**config.mk**
```make
export PLATFORM = sky130hd
export DESIGN_NAME = mips_fetch_pc
export DESIGN_NICKNAME = d
export VERILOG_FILES = /design/src/rtl/mips_fetch_pc.sv
export SDC_FILE = /design/constraint.sdc
export NUM_CORES = 1
export LEC_CHECK = 0
export CAP_MARGIN = 5
export CELL_PAD_IN_SITES_DETAIL_PLACEMENT = 0
export CELL_PAD_IN_SITES_GLOBAL_PLACEMENT = 1
export CORE_AREA = 5 5 136 138
export CTS_CLUSTER_SIZE = 24
export DETAILED_ROUTE_END_ITERATION = 16
export DIE_AREA = 0 0 141 143
export GPL_TIMING_DRIVEN = 0
export PLACE_DENSITY = 0.83
export SETUP_SLACK_MARGIN = 0.1
export SYNTH_ARGS = -nofsm -noshare
export SYNTH_HDL_FRONTEND = slang
export SYNTH_SLANG_ARGS = --single-unit
```
**constraint.sdc**
```tcl
create_clock -name clk -period 3.8 [get_ports clk]
set_clock_uncertainty 0.1 [all_clocks]
set_input_delay 0.76 -clock clk [delete_from_list [all_inputs] [get_ports clk]]
set_output_delay 0.76 -clock clk [all_outputs]
set_load 0.03 [all_outputs]
```
**src/rtl/mips_fetch_pc.sv**
```systemverilog
// mips_fetch_pc: MIPS instruction-fetch PC stage with branch delay slots, halt on jump-to-zero and misaligned-target fault.
//   clk, reset (async active-high), clk_enable gates every state update.
//   redirect_valid/redirect_target: taken branch/jump from decode/execute.
//   instr_readdata in -> instr out (NOP when not valid); instr_address is the registered PC.
//   pc_plus8 is the link value; in_delay_slot/active/fault/fetch_count report stage status.
module mips_fetch_pc #(
    parameter logic [31:0] RESET_VECTOR = 32'hBFC00000,
    parameter logic [31:0] HALT_ADDR    = 32'h00000000
) (
    input  logic        clk,
    input  logic        reset,
    input  logic        clk_enable,
    input  logic        redirect_valid,
    input  logic [31:0] redirect_target,
    input  logic [31:0] instr_readdata,
    output logic [31:0] instr_address,
    output logic [31:0] instr,
    output logic        instr_valid,
    output logic [31:0] pc_plus8,
    output logic        in_delay_slot,
    output logic        active,
    output logic        fault,
    output logic [31:0] fetch_count
);
    typedef enum logic [1:0] {SEQ, DELAY_SLOT, HALTED, FAULT} state_t;
    state_t      state_q, state_d;
    logic [31:0] pc_q, pc_d, target_q, target_d, count_q, count_d;
    always_ff @(posedge clk or posedge reset) begin
        if (reset) begin
            state_q  <= SEQ;
            pc_q     <= RESET_VECTOR;
            target_q <= '0;
            count_q  <= '0;
        end else begin
            state_q  <= state_d;
            pc_q     <= pc_d;
            target_q <= target_d;
            count_q  <= count_d;
        end
    end
    // The delay slot is fetched sequentially; the branch target is loaded on the following edge.
    always_comb begin
        state_d  = state_q;
        pc_d     = pc_q;
        target_d = target_q;
        count_d  = count_q;
        if (clk_enable) begin
            case (state_q)
                SEQ: begin
                    if (redirect_valid && redirect_target[1:0] != 2'b00) begin
                        state_d = FAULT;
                    end else begin
                        pc_d    = pc_q + 32'd4;
                        count_d = count_q + 32'd1;
                        if (redirect_valid) begin
                            target_d = redirect_target;
                            state_d  = DELAY_SLOT;
                        end
                    end
                end
                DELAY_SLOT: begin
                    pc_d    = target_q;
                    count_d = count_q + 32'd1;
                    state_d = (target_q == HALT_ADDR) ? HALTED : SEQ;
                end
                default: ;
            endcase
        end
    end
    assign instr_address = pc_q;
    assign fetch_count   = count_q;
    assign in_delay_slot = state_q == DELAY_SLOT;
    assign active        = state_q == SEQ || state_q == DELAY_SLOT;
    assign fault         = state_q == FAULT;
    assign instr_valid   = active & ~fault;
    assign instr         = instr_valid ? instr_readdata : 32'h00000000;
    assign pc_plus8      = pc_q + 32'd8;
endmodule
```
==> results.json, run 1 <==
{
  "grtUsageTotal_pct": 19.0,
  "criticalPathCategory": "reg -> out",
  "num-nets-final": 870,
  "critPathLaunchType": "register",
  "clockBufferDepth": 2,
  "worstPathRequired_ps": 2940,
  "grt_pass1_wl_um": 30000,
  "portBuffers": 199,
  "finalWirelength_um": 19500,
  "syn_inst": 587,
  "clock_sinks": 98,
  "grtUsageMet2_pct": 29.9,
  "p_leak_nw": 3.42,
  "insertion_delay_ps": 360,
  "dr_total_vias": 5339,
  "grt_pass1_vias": 5328,
  "synthFlopType": "dfrtp_1",
  "areaGrowthSynthToFinish_pct": 48.8,
  "place_congestion": 0.898,
  "grt_use_met1_pct": 24.9,
  "synthArstFlopShare_pct": 100,
  "switchingPower_w": 0.000597,
  "ir_drop_uv": 196,
  "pin_count": 200,
  "yosysMostFrequentCell": "dfrtp_1",
  "multi_input_area_um2": 2930,
  "core_um2": 17100,
  "cts_tree": "yes",
  "max_freq_ghz": 0.282,
  "crit_buf_inv": 3,
  "regArea_um2": 2460,
  "die_x_um": 141,
  "final-hold-violation-count": 0,
  "intPower_w": 0.00165,
  "dp_hpwl_um": 14800,
  "cts_buffers": 9,
  "clk_pin_slew_ps": 70,
  "first_pass_iters": 7,
  "met3_usage_pct": 5.93,
  "drtIter0Drc": 474,
  "instances_no_fill": 1029,
  "die_area_um2": 20200,
  "synth_edf_count": 0,
  "busiest_layer": "met2",
  "die_y_um": 143,
  "syn-num-nets": 658,
  "antenna_found_initial": 3,
  "p_clk_share_pct": 41.5,
  "power_frac_seq_pct": 48.2,
  "h-tree-depth": 3,
  "path_cells": "clkbuf_1, nand2b_1, clkinv_1, clkdlybuf4s50_1",
  "num_rows": 48,
  "hp-class": "reg -> reg",
  "synth_cell_types": 59,
  "avgRoutedWirePerCell_um": 19.0,
  "drive_above_1_share_pct": 11.8,
  "synth_area_um2": 5520,
  "p_comb_share_pct": 10.4,
  "period_needed_ps": 3550,
  "syn_area_per_cell_um2": 9.40,
  "worstMarginPinSlew_ps": 885,
  "synth_top_area_share_pct": 40.4,
  "max_stage_delay_ps": 790,
  "ys_seq_elements": 98,
  "fin_area_um2": 8210,
  "synthTopCellsByArea": "dfrtp_1, mux2_2, xnor2_1",
  "initial_core_util_pct": 32.4,
  "crit_path_max_fanout": 18,
  "cts_root_buf": "clkbuf_16",
  "grt_max_degree": 62,
  "ys_top_cells_by_count": "dfrtp_1, nand2_1, nor2_1",
  "yosysSeqAreaShare_pct": 44.6,
  "ctsHoldBuffers": 0,
  "grt-ovfl-total": 0,
  "n_fill_cell": 1680,
  "p_per_area_nw_per_um2": 274,
  "drv_cap": 0,
  "drc": 0,
  "status": "completed",
  "post-route-period-util_pct": 93.5,
  "cp_data_arrival_time_ps": 2690,
  "postRouteAntennaNets": 0,
  "cp-end-kind": "primary output",
  "drv_slew": 0,
  "rsz0062_at_grt": "yes",
  "placed_area_um2": 7820,
  "vias_per_cell": 5.19,
  "synth_top_area_cell": "dfrtp_1",
  "antenna_cells": 0,
  "synth_warnings": 0,
  "swShare_pct": 26.6,
  "critical-path-top-delay-family": "buffers and inverters",
  "slowest_stage": "clkdlybuf4s50_1",
  "dpl.cell_count": 1012,
  "whs_ps": 380,
  "maxSlewHeadroom_pct": 40.6,
  "total_power_w": 0.00225,
  "setup_viol": 0
}
state kept, by name, indices dropped and copies added (netlist names):
signal / count
fetch_count: 32
instr_address: 32
target_q: 32
state_q: 2
worst reg2reg max path, stage by stage, from the launching register on:
cell      delay, ps
dfrtp_1         350
clkbuf_1        360
nand2b_1        270
clkinv_1        560
or3_1           630
o32ai_1         250
a21oi_1         100
timing repair:
item                                    in CTS  in global routing
pin swaps                                    0                  2
endpoints found under the setup margin      14                 14
buffers inserted                             0                  2
resized for setup                           18                 19
routing by layer:
layer / part of all wire, % / up-vias / routed length (um)
met5: 0.24 / - / 47
met1: 41 / 2566 / 8030
met2: 47 / 232 / 9120
li1: - / 2507 / -
met3: 9.9 / 28 / 1930
met4: 2.0 / 6 / 395
final timing paths:
check	from	to	cells past startpoint	slack, ps
worst max register to register	state_q[1]	instr_address[20]	6	1040
worst max-delay path	state_q[1]	in_delay_slot	4	250
max in group asynchronous	reset	instr_address[22]	3	2190
min in group asynchronous	reset	fetch_count[22]	2	690
worst min register to register	fetch_count[31]	fetch_count[31]	1	380
worst min-delay path	fetch_count[31]	fetch_count[31]	1	380
cell type report:
| class | instances | share of cell area (%) |
|---|---|---|
| Buffer | 33 | 1.75 |
| Clock buffer | 9 | 2.74 |
| Clock inverter | 7 | 0.899 |
| Inverter | 13 | 0.625 |
| Multi-Input combinational cell | 442 | 35.7 |
| Sequential cell | 98 | 30.0 |
| Tap cell | 225 | 3.43 |
| Timing Repair Buffer | 202 | 24.8 |
cells by family (layout without fill, tap and decap cells):
kind of cell    Yosys count  after routing  synth area share (%)
simple gates            253            253                  24.1
flops                    98             98                  44.6
compound gates           93             93                  10.6
xor+xnor                 58             58                  9.34
buf+inv                  47            264                  3.49
mux                      35             35                  7.10
fa+ha+maj                 3              3                 0.680
per-stage QoR:
stage               setup TNS [ps]  utilization [%]  worst slack, ps
finish                           0             48.1              248
global route                     0             48.1             92.8
CTS                           -105             47.7            -48.4
detailed placement           -6.28             45.9            -6.28
global placement           -106730             45.7            -1190
floorplan                        0                -              393
power by group through the flow:
stage / registers (W) / clock network [W] / logic [W]
2_1_floorplan: 0.00111 / 0 / 0.0000853
3_3_place_gp: 0.00110 / 0 / 0.000230
3_5_place_dp: 0.00110 / 0 / 0.000236
4_1_cts: 0.00108 / 0.000952 / 0.000236
5_1_grt: 0.00108 / 0.00101 / 0.000250
6_report: 0.00108 / 0.000932 / 0.000233
placed cells by master, fill, tap and decap left out, types with 4 or more instances in the layout:
cell               n
clkdlybuf4s50_1  189
dfrtp_1           89
nand2_1           61
nor2_1            40
xnor2_1           38
nor2b_1           35
mux2_2            33
a21oi_1           26
nand3_1           23
o21ai_0           22
xor2_1            19
clkbuf_1          19
nand4_1           15
nor3_1            12
inv_1             11
nor4_1            11
or3_1              9
clkbuf_16          9
dfstp_2            9
o22ai_1            7
and3_1             6
and2_1             5
a2bb2oi_1          5
a31oi_1            5
a211oi_1           5
buf_4              5
dlygate4sd2_1      5
and4_1             4
buf_2              4
nand2b_1           4
buf_1              4
a311oi_1           4
Power figures use the tool's default switching activity.
==> run 2, diff against run 1 <==
--- a/config.mk
+++ b/config.mk
@@ -14,6 +14,7 @@
 export DIE_AREA = 0 0 141 143
 export GPL_TIMING_DRIVEN = 0
 export PLACE_DENSITY = 0.83
+export REMOVE_ABC_BUFFERS = 1
 export SETUP_SLACK_MARGIN = 0.1
 export SYNTH_ARGS = -nofsm -noshare
 export SYNTH_HDL_FRONTEND = slang
==> results.json, run 2 (synthesized netlist as in run 1, its figures left out) <==
{
  "grt_max_degree": 60,
  "grt_pass1_wl_um": 28100,
  "critPathLaunchType": "register",
  "rsz0062_at_grt": "no",
  "final_common_cell": "clkdlybuf4s50_1",
  "num-nets-final": 841,
  "ir_drop_uv": 266,
  "portBuffers": 199,
  "first_pass_iters": 5,
  "drv_slew": 0,
  "cts_buffers": 9,
  "avgRoutedWirePerCell_um": 17.9,
  "insertion_delay_ps": 350,
  "period_needed_ps": 3600,
  "core_um2": 17100,
  "die_x_um": 141,
  "drv_cap": 0,
  "clockBufferDepth": 2,
  "intPower_w": 0.00183,
  "post-route-period-util_pct": 94.6,
  "cts_root_buf": "clkbuf_16",
  "grtUsageTotal_pct": 17.5,
  "setup_viol": 0,
  "dp_hpwl_um": 13300,
  "p_leak_nw": 3.38,
  "antenna_found_initial": 1,
  "setup_ws_ps": 205,
  "initial_core_util_pct": 32.4,
  "pin_count": 200,
  "crit_path_max_fanout": 6,
  "drive_above_1_share_pct": 11.9,
  "finalWirelength_um": 17900,
  "power_frac_seq_pct": 46.0,
  "maxSlewHeadroom_pct": 42.0,
  "max_freq_ghz": 0.278,
  "p_clk_share_pct": 44.6,
  "worstMarginPinSlew_ps": 869,
  "dr_total_vias": 5080,
  "postRouteAntennaNets": 0,
  "cts_tree": "yes",
  "drc": 0,
  "status": "completed",
  "final-hold-violation-count": 0,
  "swShare_pct": 22.8,
  "whs_ps": 383,
  "clk_pin_slew_ps": 70,
  "vias_per_cell": 5.08,
  "placed_area_um2": 7760,
  "die_y_um": 143,
  "p_per_area_nw_per_um2": 289,
  "cp_data_arrival_time_ps": 2740,
  "place_congestion": 0.885,
  "num_rows": 48,
  "grt_pass1_vias": 4992,
  "tns_ps": 0,
  "criticalPathCategory": "reg -> out",
  "ctsHoldBuffers": 0,
  "hp-class": "reg -> reg",
  "die_area_um2": 20200,
  "cp-end-kind": "primary output",
  "worstPathRequired_ps": 2940,
  "h-tree-depth": 3,
  "grt-ovfl-total": 0,
  "p_comb_share_pct": 9.4,
  "pre_cts_slack_ps": 19.3,
  "drtIter0Drc": 339,
  "switchingPower_w": 0.000539,
  "fin_area_um2": 8190,
  "areaGrowthSynthToFinish_pct": 48.3,
  "antenna_cells": 0,
  "final_cell_mix": "clkdlybuf4s50_1, dfrtp_1, nand2_1",
  "clock_sinks": 98
}
## run 2: changes by cell type in the layout (fill, tap and decap cells not counted), sizes merged, moves of 2 or more
cell | previous run | this run
buf | 14 | 7
bufinv | 0 | 3
clkdlybuf4s50 | 189 | 191
inv | 15 | 12
clkbuf | 31 | 9
## run 2: layout make-up
| class | instances | area [um^2] |
|---|---|---|
| tap | 225 | 282 |
| inverter | 13 | 55.1 |
| timing repair buffer | 206 | 2120 |
| clock inverter | 7 | 118 |
| clock buffer | 9 | 225 |
| fill | 1648 | 8870 |
| sequential | 98 | 2470 |
| multi-input combinational | 442 | 2920 |
## run 2: through the flow
stage	power, W	utilization (%)	std cells
floorplan	0.00120	-	553
global placement	0.00133	44.8	977
detailed placement	0.00133	45.5	981
CTS	0.00239	47.6	997
global route	0.00246	48.0	1000
finish	0.00236	48.0	1000
## run 2: routing by layer
layer | wire length [um] | global-route usage [%]
met5 | 13 | 0
met3 | 1320 | 5.79
met4 | 308 | 4.39
met2 | 8440 | 27.2
met1 | 7790 | 23.6
## run 2: path summary, 6_finish.rpt
kind                                  start           endpoint  slack (ps)  cells past startpoint
min                         fetch_count[31]    fetch_count[31]         380                      1
min in group asynchronous             reset    fetch_count[21]         710                      2
max reg2reg                      state_q[1]  instr_address[21]         630                      6
max in group asynchronous             reset  instr_address[23]        2160                      3
max                        instr_address[3]       pc_plus8[13]         200                      5
min reg2reg                 fetch_count[31]    fetch_count[31]         380                      1
## run 2: worst max-delay path, stage by stage (launching register included)
cell,delay [ps]
dfrtp_1,460
ha_1,330
nand3_1,220
or3_1,400
xnor2_1,250
clkdlybuf4s50_1,720
## run 2: power groups by stage
| stage | registers, W | logic, W | clock network, W |
|---|---|---|---|
| finish | 0.00109 | 0.000222 | 0.00105 |
| global route | 0.00109 | 0.000239 | 0.00113 |
| CTS | 0.00109 | 0.000226 | 0.00108 |
| detailed placement | 0.00111 | 0.000226 | 0 |
| global placement | 0.00111 | 0.000219 | 0 |
| floorplan | 0.00112 | 0.0000760 | 0 |
## run 2: timing repair
item                                    in CTS  in global routing
endpoints found under the setup margin       9                 13
gates resized for setup                     12                 12
buffers inserted                             0                  3
pin swaps                                    0                  2
hold endpoints to repair                     0                  0
==> run 3, diff against run 2 <==
--- a/config.mk
+++ b/config.mk
@@ -9,6 +9,7 @@
 export CELL_PAD_IN_SITES_DETAIL_PLACEMENT = 0
 export CELL_PAD_IN_SITES_GLOBAL_PLACEMENT = 1
 export CORE_AREA = 5 5 136 138
+export CTS_BUF_LIST = sky130_fd_sc_hd__clkbuf_16
 export CTS_CLUSTER_SIZE = 24
 export DETAILED_ROUTE_END_ITERATION = 16
 export DIE_AREA = 0 0 141 143
==> results of run 3 <==
Final layout, timing and power as in run 2 (identical DEF).
